<file path="config.mk">
export PLATFORM = sky130hd
export DESIGN_NAME = dly_tap_val_ctrl
export DESIGN_NICKNAME = d
export VERILOG_FILES = /design/src/rtl/dly_tap_val_ctrl.sv
export SDC_FILE = /design/constraint.sdc
export NUM_CORES = 1
export LEC_CHECK = 0
export ABC_AREA = 1
export BUFFER_PORTS_ARGS = -buffer_cell sky130_fd_sc_hd__buf_4
export CAP_MARGIN = 30
export CELL_PAD_IN_SITES_DETAIL_PLACEMENT = 0
export CELL_PAD_IN_SITES_GLOBAL_PLACEMENT = 1
export CORE_MARGIN = 3
export CORE_UTILIZATION = 44
export CTS_BUF_LIST = sky130_fd_sc_hd__clkbuf_8
export DETAILED_ROUTE_END_ITERATION = 6
export PLACE_DENSITY = 0.93
export SKIP_CTS_REPAIR_TIMING = 1
export SLEW_MARGIN = 25
export SYNTH_ARGS = -nofsm -noshare
export SYNTH_HDL_FRONTEND = slang
export SYNTH_SLANG_ARGS = --single-unit
</file>
<file path="constraint.sdc">
create_clock -name CLK -period 6.9 [get_ports CLK]
set_input_delay 1.38 -clock CLK [delete_from_list [all_inputs] [get_ports CLK]]
set_output_delay 1.38 -clock CLK [all_outputs]
set_load 0.05 [all_outputs]
</file>
<file path="src/rtl/dly_tap_val_ctrl.sv">
// dly_tap_val_ctrl: per-channel delay-tap register bank with edge-detected
// LOAD/ADJ commands, saturating steps and registered status pulses.
`default_nettype none

module dly_tap_val_ctrl #(
    parameter int NUM_DLY    = 20,
    parameter int ADDR_W     = 5,
    parameter int TAP_W      = 6,
    parameter int DELAY_INIT = 0,
    parameter int MAX_TAP    = 63
) (
    input  logic                     CLK,
    input  logic                     RST,
    input  logic [ADDR_W-1:0]        DLY_ADDR,
    input  logic                     DLY_LOAD,
    input  logic                     DLY_ADJ,
    input  logic                     DLY_INCDEC,
    output logic [NUM_DLY*TAP_W-1:0] DLY_TAP_VAL_ARRAY,
    output logic                     DLY_UPDATE,
    output logic                     DLY_SAT,
    output logic                     DLY_ADDR_ERR
);

    localparam logic [TAP_W-1:0]  C_INIT = TAP_W'(DELAY_INIT);
    localparam logic [TAP_W-1:0]  C_MAX  = TAP_W'(MAX_TAP);
    localparam logic [ADDR_W:0]   C_NUM  = (ADDR_W+1)'(NUM_DLY);

    logic [TAP_W-1:0] tap_q [NUM_DLY];
    logic [TAP_W-1:0] tap_d [NUM_DLY];
    logic             load_q, load_d;
    logic             adj_q, adj_d;
    logic             update_q, update_d;
    logic             sat_q, sat_d;
    logic             addr_err_q, addr_err_d;

    logic             load_rise;
    logic             adj_rise;
    logic             addr_bad;
    logic             wr_en;
    logic [TAP_W-1:0] sel_tap;
    logic [TAP_W-1:0] new_tap;

    always_comb begin
        tap_d      = tap_q;
        load_d     = DLY_LOAD;
        adj_d      = DLY_ADJ;
        update_d   = 1'b0;
        sat_d      = 1'b0;
        addr_err_d = 1'b0;
        wr_en      = 1'b0;
        new_tap    = '0;
        sel_tap    = '0;

        load_rise = DLY_LOAD & ~load_q;
        adj_rise  = DLY_ADJ  & ~adj_q;
        addr_bad  = ({1'b0, DLY_ADDR} >= C_NUM);

        // Selecting via comparison keeps out-of-range addresses from indexing the bank.
        for (int i = 0; i < NUM_DLY; i++) begin
            if (DLY_ADDR == ADDR_W'(i)) begin
                sel_tap = tap_q[i];
            end
        end

        if (load_rise || adj_rise) begin
            if (addr_bad) begin
                addr_err_d = 1'b1;
            end else if (load_rise) begin
                wr_en    = 1'b1;
                new_tap  = C_INIT;
                update_d = 1'b1;
            end else if (DLY_INCDEC) begin
                if (sel_tap < C_MAX) begin
                    wr_en    = 1'b1;
                    new_tap  = sel_tap + 1'b1;
                    update_d = 1'b1;
                end else begin
                    sat_d = 1'b1;
                end
            end else begin
                if (sel_tap != '0) begin
                    wr_en    = 1'b1;
                    new_tap  = sel_tap - 1'b1;
                    update_d = 1'b1;
                end else begin
                    sat_d = 1'b1;
                end
            end
        end

        for (int i = 0; i < NUM_DLY; i++) begin
            if (wr_en && (DLY_ADDR == ADDR_W'(i))) begin
                tap_d[i] = new_tap;
            end
        end
    end

    always_ff @(posedge CLK or negedge RST) begin
        if (!RST) begin
            for (int i = 0; i < NUM_DLY; i++) begin
                tap_q[i] <= C_INIT;
            end
            load_q     <= 1'b0;
            adj_q      <= 1'b0;
            update_q   <= 1'b0;
            sat_q      <= 1'b0;
            addr_err_q <= 1'b0;
        end else begin
            tap_q      <= tap_d;
            load_q     <= load_d;
            adj_q      <= adj_d;
            update_q   <= update_d;
            sat_q      <= sat_d;
            addr_err_q <= addr_err_d;
        end
    end

    genvar gi;
    generate
        for (gi = 0; gi < NUM_DLY; gi++) begin : g_flat
            assign DLY_TAP_VAL_ARRAY[TAP_W*gi +: TAP_W] = tap_q[gi];
        end
    endgenerate

    assign DLY_UPDATE   = update_q;
    assign DLY_SAT      = sat_q;
    assign DLY_ADDR_ERR = addr_err_q;

endmodule

`default_nettype wire

</file>
# == Word-level counts from Yosys, hierarchy flattened ==
# Index checks and enable logic that the tools add are counted.
# totals
register_bits,125
in_bits,10
wordCells,115
# op_classes
addsub,2
magnitude_cmp,2
n_eq_ne,19
n_mux,40
bitwise,4
reduce_logical,23
# ops
cell,n
$mux W6,26
$eq A5 B4 Y1 const B,8
$eq A5 B3 Y1 const B,4
$eq A5 B5 Y1 const B,4
$logic_and A1 B1 Y1,20
$mux W1,14
$eq A5 B2 Y1 const B,2
$add A6 B1 Y6 const B,1
$lt A6 B6 Y1 const B,1
$reduce_bool A6 Y1,1
$sub A6 B1 Y6 const B,1
$eq A5 B1 Y1 const B,1
$ge A5 B5 Y1 const B,1
$logic_not A5 Y1,1
$and A1 B1 Y1,2
$not A1 Y1,2
$logic_or A1 B1 Y1,1

# == Depth between registers and ports, before layout ==
# Gate-level depths: netlist of the first run.
# logic_depth
ltp_word,28
ltp_mapped,28

# == Worst setup path before layout of the first run ==
# OpenSTA, ideal clock, no wires.
# synth_timing
kind,input to register
from,input port DLY_ADDR[0]
to,"register tap_q, in the netlist DLY_TAP_VAL_ARRAY[101]"
setup_time_ns,0.118
arrival_time_ns,3.709
required_ns,6.782
slack_ns,3.073
stages,26
cell_sequence,inv_2 nor2_2 nand2_1 nor2_1 nand2_1 nand2_1 nor2_1 nand4_1 nor2_1 nand4_1 nand2_1 nand4_1 nand2_1 nand4_1 a21oi_2 ha_1 nand4_1 nor2_1 nand2_1 nand2_2 nand3_2 nand2_2 buf_2 nor2_1 nand3_1 nand2_1
# synth_between
elab_chain_len,28
word_cells_on_any_way,58
classes_between,2 x add/sub; 2 x order compare; 19 x eq/ne; 32 x mux; 3 x reduce/logical
# synth_rtl
element,line_no,rtl
"start, declared",14,"input logic [ADDR_W-1:0] DLY_ADDR,"
$logic_not A5 Y1,60,if (DLY_ADDR == ADDR_W'(i)) begin
$mux W6 (20 in a row),60,
$lt A6 B6 Y1 or $reduce_bool A6 Y1 (tied branches),"73, 81",
"$mux W1, on equally long branches","73, 81",
$mux W1,72,end else if (DLY_INCDEC) begin
$mux W1,68,end else if (load_rise) begin
$mux W1,66,if (addr_bad) begin
$mux W1,65,if (load_rise || adj_rise) begin
$logic_and A1 B1 Y1,92,if (wr_en && (DLY_ADDR == ADDR_W'(i))) begin
"end signal, assigned",109,tap_q <= tap_d;
"end, declared",28,logic [TAP_W-1:0] tap_q [NUM_DLY];
# Several ways; a longest one is shown, not always the timed one.
# A chain may end at the register's enable or synchronous reset.

# == Worst setup path after layout of the first run ==
# layout_timing
from,input port DLY_ADDR[3]
to,"register tap_q, in the netlist DLY_TAP_VAL_ARRAY[107]"
# Same word-level chain as after synthesis.

==> results of run 1 <==
## kinds of logic after synthesis
group	after synthesis
xor+xnor	1
buf+inv	102
simple gates	569
fa+ha+maj	3
flops	125
compound gates	74
## cell type report
class	count	area (um^2)	area share (%)
flip-flops and latches	125	3130	38.9
multi-input cells	647	2870	35.7
repair buffers	142	1100	13.7
clock buffers	23	317	3.94
inverters	81	304	3.78
well taps	180	225	2.80
clock inverters	9	92.6	1.15
## where the power goes
group | switching (mW) | leakage, nW | internal (mW) | total, mW
Sequential | 0.0321 | 1.68 | 0.773 | 0.805
Combinational | 0.292 | 2.28 | 0.0991 | 0.391
Clock | 0.292 | 0.223 | 0.373 | 0.665
## layer usage
layer / global-route usage, % / vias up / wire length [um]
li1: - / 3037 / -
met4: 7.89 / 0 / 395
met5: 0 / - / 0
met3: 5.18 / 31 / 1440
met1: 38.9 / 2903 / 9590
met2: 37.5 / 256 / 9030
## cells in the final DEF (no fill, tap or decap), types with 2 or more instances in the layout
| cell type | n |
|---|---|
| clkbuf_8 | 23 |
| or2_0 | 4 |
| inv_1 | 81 |
| or2_1 | 2 |
| a21oi_1 | 5 |
| nor2_2 | 20 |
| nand2_2 | 4 |
| dfrtp_1 | 125 |
| clkinv_2 | 2 |
| nor2_1 | 66 |
| nand2_1 | 369 |
| bufinv_16 | 2 |
| ha_1 | 3 |
| buf_8 | 2 |
| buf_4 | 139 |
| or2_2 | 6 |
| nand3_1 | 56 |
| o21ai_0 | 50 |
| nand3_2 | 11 |
| inv_2 | 4 |
| nand4_1 | 28 |
| o21ai_1 | 17 |
## worst reg2reg max path: cells and delay by family, from the launching register on
family / cells / cell delay (ps)
adder cells (fa/ha/maj): 1 / 160
flip-flops: 1 / 420
buffers and inverters: 2 / 370
AND/OR/NAND/NOR: 20 / 2800
AO/OA/AOI/OAI: 1 / 80
## registers in the layout, summed over array words and instances, names as in the netlist
name and count:
DLY_ADDR_ERR 1, DLY_SAT 1, adj_q 1, DLY_TAP_VAL_ARRAY 120
load_q 1, DLY_UPDATE 1
## path summary, 6_finish.rpt
kind / startpoint / end / slack, ps / depth (start not counted)
setup / recovery: DLY_ADDR[3] / DLY_TAP_VAL_ARRAY[107] / 1560 / 28
hold / removal: DLY_TAP_VAL_ARRAY[118] / DLY_TAP_VAL_ARRAY[118] / 520 / 2
setup reg to reg: DLY_TAP_VAL_ARRAY[13] / DLY_TAP_VAL_ARRAY[102] / 2930 / 24
hold reg to reg: DLY_TAP_VAL_ARRAY[118] / DLY_TAP_VAL_ARRAY[118] / 520 / 2
max in group asynchronous: RST / DLY_TAP_VAL_ARRAY[76] / 4870 / 3
min in group asynchronous: RST / DLY_TAP_VAL_ARRAY[86] / 960 / 1
## stage by stage
step                      utilization [%]  instances  area [um^2]
after floorplan                         -        874         6400
after global placement               53.9       1172         7570
after detailed placement             53.9       1172         7570
after CTS                            56.8       1204         7980
after global routing                 57.3       1207         8040
final                                57.3       1207         8040
==> impl_metrics.ini, run 1 <==
[setup_path]
critPathKind = input pin to flop
critPathMaxStageDelay_ps = 470
crit_buf_inv = 5
crit_fanout = 21
worst_ep_required_time_ps = 7290
endpoint_kind = flop
critPathSlowestCell = nand2_2
path_delay_family = simple AND/OR/NAND/NOR gates
critPathArrivalTime_ps = 5720
crit_path_start_kind = input pin

[timing]
rsz0062_at_grt = no
hold_ws_ps = 518
fin_setup_tns_ps = 0
slew_headroom_pct = 28.6
finClkSkew_ps = 9.92
finalHoldViolations = 0
finalSetupViolCount = 0
fin_ws_ps = 1560
drv_slew = 0
finalCritPeriodShare_pct = 77.3
fmax_mhz = 187
finalCriticalPeriod_ps = 5340
tightestPinTransition_ps = 1070

[clocking]
clk-insertion-delay-late_ps = 450
cts_tree = done
clkSinkCount = 125
numCtsBuffers = 17
cts_max_path_buffers = 2
htree_levels = 4
cts_root_buffer = clkbuf_8
path_clk_slew_ps = 70

[synthesis]
ys_types = 28
yosysWarnings = 0
mappedNetlistNets = 887
yosys.area_share.simple_pct = 38.3
ys_top_cells_by_count = nand2_1, dfrtp_1, inv_1, nor2_1, nand3_1
synth_ff_type = dfrtp_1
yosysTopAreaCell = dfrtp_1
synth_seq_cells = 125
synth_area_per_cell_um2 = 7.33
yosysSeqAreaShare_pct = 48.9
synth_top_area_share_pct = 48.9
synth_async_sr_flop_share_pct = 100
synth_compound_area_share_pct = 5.86
syn_inst = 874
synth.most_common_cell = nand2_1
synth_xor_area_share_pct = 0.137
synth_top_cells_by_area = dfrtp_1, nand2_1, inv_1
synth_top_family_by_area = simple AND/OR/NAND/NOR gates
synth-edff-count = 0
synthMuxAreaShare_pct = 0
netlist_area_um2 = 6400
synthAdderAreaFrac_pct = 0.586

[pwr]
peakVddDrop_mv = 0.116
leakagePower_nw = 4.18
powerDensity_nw_per_um2 = 232
total_power_mw = 1.86

[route]
drt_first_pass_iters = 6
via_per_inst = 5.16
drt-total-wl_um = 20500
drt_iter0_markers = 629
ant_nets = 0
wire_per_inst_um = 16.9
via_count = 6227
drc_errors = 0

[placed_design]
pre_cts_ws_ps = 1170
io_buffers = 132
finalWeightedCongestion = 0.909
post-dp-hpwl_um = 14300

[die]
die_area_um2 = 16000
io_pins = 133
rows = 43
initial_utilization_pct = 45.6
die_x_um = 127
fp.dieH_um = 127
core_area_um2 = 14000

[global_routing]
grt.total_usage_pct = 25.8
grt_max_degree = 74
grt_pass1_wl_um = 32100
gr-total-overflow = 0
antenna_found_initial = 0
grt_pass1_vias = 5773

[finish]
antennaDiodeCount = 0
nNetsFinal = 1027
area_delta_synth_final_pct = 25.6
fillers = 1340
drive_above_1_share_pct = 21.2

[status]
outcome = finished clean

[flow_run]
cap_viol_max_count = 0

[min_path]
hold_class = flop to flop
No activity file was read; power rests on OpenSTA's default activity.
==> run 2: changes to the inputs <==
ABC_AREA = 0   (was 1)
CORE_UTILIZATION = 45   (was 44)
PLACE_DENSITY = 0.87   (was 0.93)
clock period = 5.5 ns   (was 6.9 ns; I/O delays follow)
==> run 2 against run 1 <==
Non-clock buffer count up 19. Combinational power is 36% higher. First-iteration DRC count fell by 1.1%. Register-to-register slack lost 1400 ps. Routed wire length grew 18%. Total power is 29% higher. Worst hold slack improved by 5.1 ps. Die area increased by 8.5%. Sequential power rose by 25%. Largest power group unchanged. Clock skew up 0.61 ps. Area after synthesis increased by 11%. Sequential share of layout area is 3.3 points lower.
==> impl_metrics.ini, run 2 <==
[pwr]
leakagePower_nw = 4.14
pwr-share-clk_pct = 35.6
power.internal_mw = 1.61
p_sw_mw = 0.783
pwr-share-comb_pct = 22.2
peakVddDrop_mv = 0.212
switching_share_pct = 32.7
powerDensity_nw_per_um2 = 272
seqPwrFrac_pct = 42.3

[timing]
fmax_mhz = 203
drv_slew = 0
fin_setup_tns_ps = 0
rsz0062_at_grt = no
hold_ws_ps = 523
finalCritPeriodShare_pct = 89.4
finalHoldViolations = 0
slew_headroom_pct = 51.1
tightestPinTransition_ps = 733
finClkSkew_ps = 10.5
finalCriticalPeriod_ps = 4920
finalSetupViolCount = 0

[placed_design]
finalWeightedCongestion = 0.960
post-dp-hpwl_um = 17200
io_buffers = 132

[flow_run]
cap_viol_max_count = 0

[finish]
final_common_cell = buf_4
multi_input_comb_area_um2 = 3740
mostFrequentLayoutCells = buf_4, dfrtp_1, mux2_1
antennaDiodeCount = 0
fillers = 1340
utilization_pct = 57.2
largest_reg_flops = 120
drive_above_1_share_pct = 33.3
regArea_um2 = 3130
nNetsFinal = 787
area_delta_synth_final_pct = 23.3

[synthesis]
ys_top_cells_by_count = dfrtp_1, mux2_1, nor2_1, mux2_2, a21oi_1
synthAdderAreaFrac_pct = 0.526
synth_top_cells_by_area = dfrtp_1, mux2_1, mux2_2
synth_compound_area_share_pct = 22.4
synth_seq_cells = 125
synth_xor_area_share_pct = 0.246
mappedNetlistNets = 657
netlist_area_um2 = 7130
synth_area_per_cell_um2 = 11.1
yosysTopAreaCell = dfrtp_1
synth_top_family_by_area = compound AO/OA/AOI/OAI gates
yosys.area_share.simple_pct = 13.9
synth_async_sr_flop_share_pct = 100
synth.most_common_cell = dfrtp_1
synth-edff-count = 0
syn_inst = 644
synth_top_area_share_pct = 43.9
yosysWarnings = 0
synth_ff_type = dfrtp_1
yosysSeqAreaShare_pct = 43.9
synthMuxAreaShare_pct = 15.1
ys_types = 80

[setup_path]
r2r-start = DLY_TAP_VAL_ARRAY[18]
crit_fanout = 40
critPathMaxStageDelay_ps = 540
ff2ff_setup_slack_ps = 1570
critPathArrivalTime_ps = 5260
crit_path_cell_trace = buf_4 -> nand2b_1 -> nor2_1 -> a221oi_1 -> o21ai_0 -> a221oi_2 -> ha_1 -> nor3b_2 -> nand4_2 -> o211a_4 -> o211ai_2 -> mux2_2
critPathSlowestCell = o211a_4
critPathKind = input pin to flop
crit_path_start_kind = input pin
endpoint_kind = flop
reg2reg_to = DLY_TAP_VAL_ARRAY[109]
worst_ep_required_time_ps = 5850
rr_worst_depth = 11

[clocking]
cts_root_buffer = clkbuf_8
cts_max_path_buffers = 2
clkSinkCount = 125
path_clk_slew_ps = 70
cts_tree = done
numCtsBuffers = 17
htree_levels = 4
clk-insertion-delay-late_ps = 460

[route]
drt-total-wl_um = 24200
drc_errors = 0
via_per_inst = 6.31
via_count = 6287
drt_first_pass_iters = 5
drt_iter0_markers = 622
ant_nets = 0
wire_per_inst_um = 24.3

[die]
io_pins = 133
rows = 45
core_area_um2 = 15400
fp.dieH_um = 132
die_area_um2 = 17400
initial_utilization_pct = 46.4
die_x_um = 132

[global_routing]
gr-total-overflow = 0
grt.total_usage_pct = 27.9
grt_pass1_vias = 6291
grt_max_degree = 50
antenna_found_initial = 0
grt_pass1_wl_um = 37900

[min_path]
min_to = DLY_TAP_VAL_ARRAY[11]
min_path_cells = 1
hp-start = DLY_TAP_VAL_ARRAY[11]
hold_class = flop to flop

[status]
outcome = finished clean
run 2: cell count changes in the layout (fill, tap and decap cells not counted), sizes merged, moves of 22 or more:
cell / delta
a21oi: +22
o21ai: -38
mux2: +81
nand4: -25
nor2: -49
inv: -70
nand3: -43
nand2: -358
a22o: +22
run 2: final cells by class:
type | count | share of cell area (%)
Sequential cell | 125 | 35.6
Inverter | 11 | 0.470
Tap cell | 211 | 3.00
Timing Repair Buffer | 161 | 13.8
Clock buffer | 21 | 3.29
Multi-Input combinational cell | 458 | 42.5
Clock inverter | 10 | 1.40
run 2: metal layers:
| metal | global-route usage (%) | up-vias | share of wire (%) |
|---|---|---|---|
| li1 | - | 2731 | - |
| met5 | 0 | - | 0 |
| met3 | 6.07 | 64 | 6.3 |
| met2 | 43.4 | 304 | 46 |
| met4 | 11.3 | 0 | 3.6 |
| met1 | 38.0 | 3188 | 44 |
run 2: worst max-delay path, delay by kind of cell:
kind                       cells  cell delay, ps
adders and majority gates      1             250
muxes                          1             390
AOI/OAI and AO/OA              5            2070
and+or+nand+nor                4            1010
buffers and inverters          1             410
run 2: cell families after synthesis:
logic type,Yosys count
AND/OR/NAND/NOR,168
flip-flops,125
multiplexers,96
AO/OA/AOI/OAI,189
buffers and inverters,61
XOR/XNOR,2
adder cells (fa/ha/maj),3
run 2: how the worst max path moves through the flow:
stage / slack (ps) / endpoint / from
2_1_floorplan: 830 / DLY_TAP_VAL_ARRAY[60] / DLY_ADDR[0]
3_3_place_gp: 270 / DLY_TAP_VAL_ARRAY[103] / DLY_ADDR[0]
3_5_place_dp: 200 / DLY_TAP_VAL_ARRAY[109] / DLY_ADDR[0]
4_1_cts: 640 / DLY_TAP_VAL_ARRAY[109] / DLY_ADDR[0]
5_1_grt: 310 / DLY_TAP_VAL_ARRAY[109] / DLY_ADDR[0]
6_report: 580 / DLY_TAP_VAL_ARRAY[109] / DLY_ADDR[0]
run 2: per-stage QoR:
stage                     area, um^2  power, mW  cells  worst slack [ps]
after floorplan                 7130       1.36    644               833
after global placement          8380       1.54    966               270
after detailed placement        8380       1.55    966               205
after CTS                       8790       2.39    997               638
after global routing            8790       2.47    997               310
final                           8790       2.39    997               584
run 2: power groups by stage:
stage	Combinational, mW	Sequential (mW)	Clock, mW
floorplan	0.199	1.16	0
global placement	0.518	1.03	0
detailed placement	0.524	1.03	0
CTS	0.526	1.01	0.858
global route	0.558	1.02	0.895
finish	0.530	1.01	0.851
==> run 3: changes to the inputs <==
CTS_BUF_LIST = sky130_fd_sc_hd__clkbuf_4   (was sky130_fd_sc_hd__clkbuf_8)
==> run 3 against run 2 <==
Setup slack worse by 21 ps. Routed wire length down 0.72%. Combinational power about the same. Total power fell by 7.9%. Critical path type unchanged. Flip-flop and latch count did not move. Critical path depth is the same. Final cell count did not move. Clock-buffer cell count is the same. Fmax down 0.43%.
==> impl_metrics.ini, run 3 (synthesis gave the netlist of run 2 again) <==
[status]
outcome = finished clean

[finish]
largest_reg_flops = 120
multi_input_comb_area_um2 = 3740
final_common_cell = buf_4
fin_cells = 997
drive_above_1_share_pct = 33.3
area_delta_synth_final_pct = 21.4
nNetsFinal = 787
postLayoutCellArea_um2 = 8660
fillers = 1357
regArea_um2 = 3130
utilization_pct = 56.3
antennaDiodeCount = 0
mostFrequentLayoutCells = buf_4, dfrtp_1, mux2_1

[clocking]
cts_max_path_buffers = 2
clkSinkCount = 125
numCtsBuffers = 17
cts_root_buffer = clkbuf_4
path_clk_slew_ps = 110
cts_tree = done
htree_levels = 4
clk-insertion-delay-late_ps = 560

[timing]
tightestPinTransition_ps = 737
rsz0062_at_grt = no
finClkSkew_ps = 17.3
finalCriticalPeriod_ps = 4940
fmax_mhz = 203
drv_slew = 0
fin_ws_ps = 563
fin_setup_tns_ps = 0
slew_headroom_pct = 50.9
finalSetupViolCount = 0
finalCritPeriodShare_pct = 89.8
hold_ws_ps = 479
finalHoldViolations = 0

[die]
die_x_um = 132
core_area_um2 = 15400
initial_utilization_pct = 46.4
die_area_um2 = 17400
io_pins = 133
rows = 45
fp.dieH_um = 132

[placed_design]
pre_cts_ws_ps = 205
post-dp-hpwl_um = 17200
io_buffers = 132
dp.cells = 966
place_area_um2 = 8380
finalWeightedCongestion = 0.960

[pwr]
total_power_mw = 2.20
peakVddDrop_mv = 0.156
leakagePower_nw = 4.07
powerDensity_nw_per_um2 = 254

[route]
drt-total-wl_um = 24000
drt_first_pass_iters = 5
wire_per_inst_um = 24.1
ant_nets = 0
via_count = 6320
drt_iter0_markers = 575
drc_errors = 0
via_per_inst = 6.34

[min_path]
hold_class = input pin to async pin

[setup_path]
crit_path_start_kind = input pin
critPathKind = input pin to flop
crit_fanout = 40
ff2ff_setup_slack_ps = 1540
worst_ep_required_time_ps = 5950
critPathArrivalTime_ps = 5380
endpoint_kind = flop

[flow_run]
cap_viol_max_count = 0

[global_routing]
antenna_found_initial = 0
grt_pass1_wl_um = 37700
grt_pass1_vias = 6263
grt_max_degree = 50
gr-total-overflow = 0
grt.total_usage_pct = 27.7
## run 3: cell type report
cell class / instances / share of cell area [%]
Multi-Input combinational cell: 458 / 43.2
Timing Repair Buffer: 161 / 14.0
Clock buffer: 21 / 1.82
Tap cell: 211 / 3.05
Clock inverter: 10 / 1.42
Inverter: 11 / 0.477
Sequential cell: 125 / 36.1
## run 3: worst paths after layout
check,depth (start not counted),start,end
hold / removal,1,RST,DLY_TAP_VAL_ARRAY[49]
min in group CLK,1,DLY_TAP_VAL_ARRAY[50],DLY_TAP_VAL_ARRAY[50]
hold reg to reg,1,DLY_TAP_VAL_ARRAY[50],DLY_TAP_VAL_ARRAY[50]
setup / recovery,12,DLY_ADDR[0],DLY_TAP_VAL_ARRAY[109]
setup reg to reg,11,DLY_TAP_VAL_ARRAY[54],DLY_TAP_VAL_ARRAY[109]
max in group asynchronous,2,RST,DLY_TAP_VAL_ARRAY[117]
## run 3: worst max-delay path, cell delays in order
cell and delay, ps:
buf_4 420, nand2b_1 340, nor2_1 230, a221oi_1 460, o21ai_0 290, a221oi_2 480, ha_1 240, nor3b_2 260
nand4_2 210, o211a_4 530, o211ai_2 410, mux2_2 390
## run 3: power breakdown
group	switching, mW	leakage (nW)	internal [mW]
clock	0.340	0.153	0.325
sequential	0.0474	1.73	0.962
combinational	0.368	2.19	0.160
## run 3: routing by layer
layer / global-route usage, % / share of wire (%) / wire (um) / up-vias
li1: - / - / - / 2730
met3: 5.46 / 6.8 / 1640 / 65
met5: 0 / 0 / 0 / -
met1: 38.1 / 43 / 10400 / 3190
met4: 11.1 / 3.3 / 788 / 0
met2: 43.2 / 47 / 11200 / 335
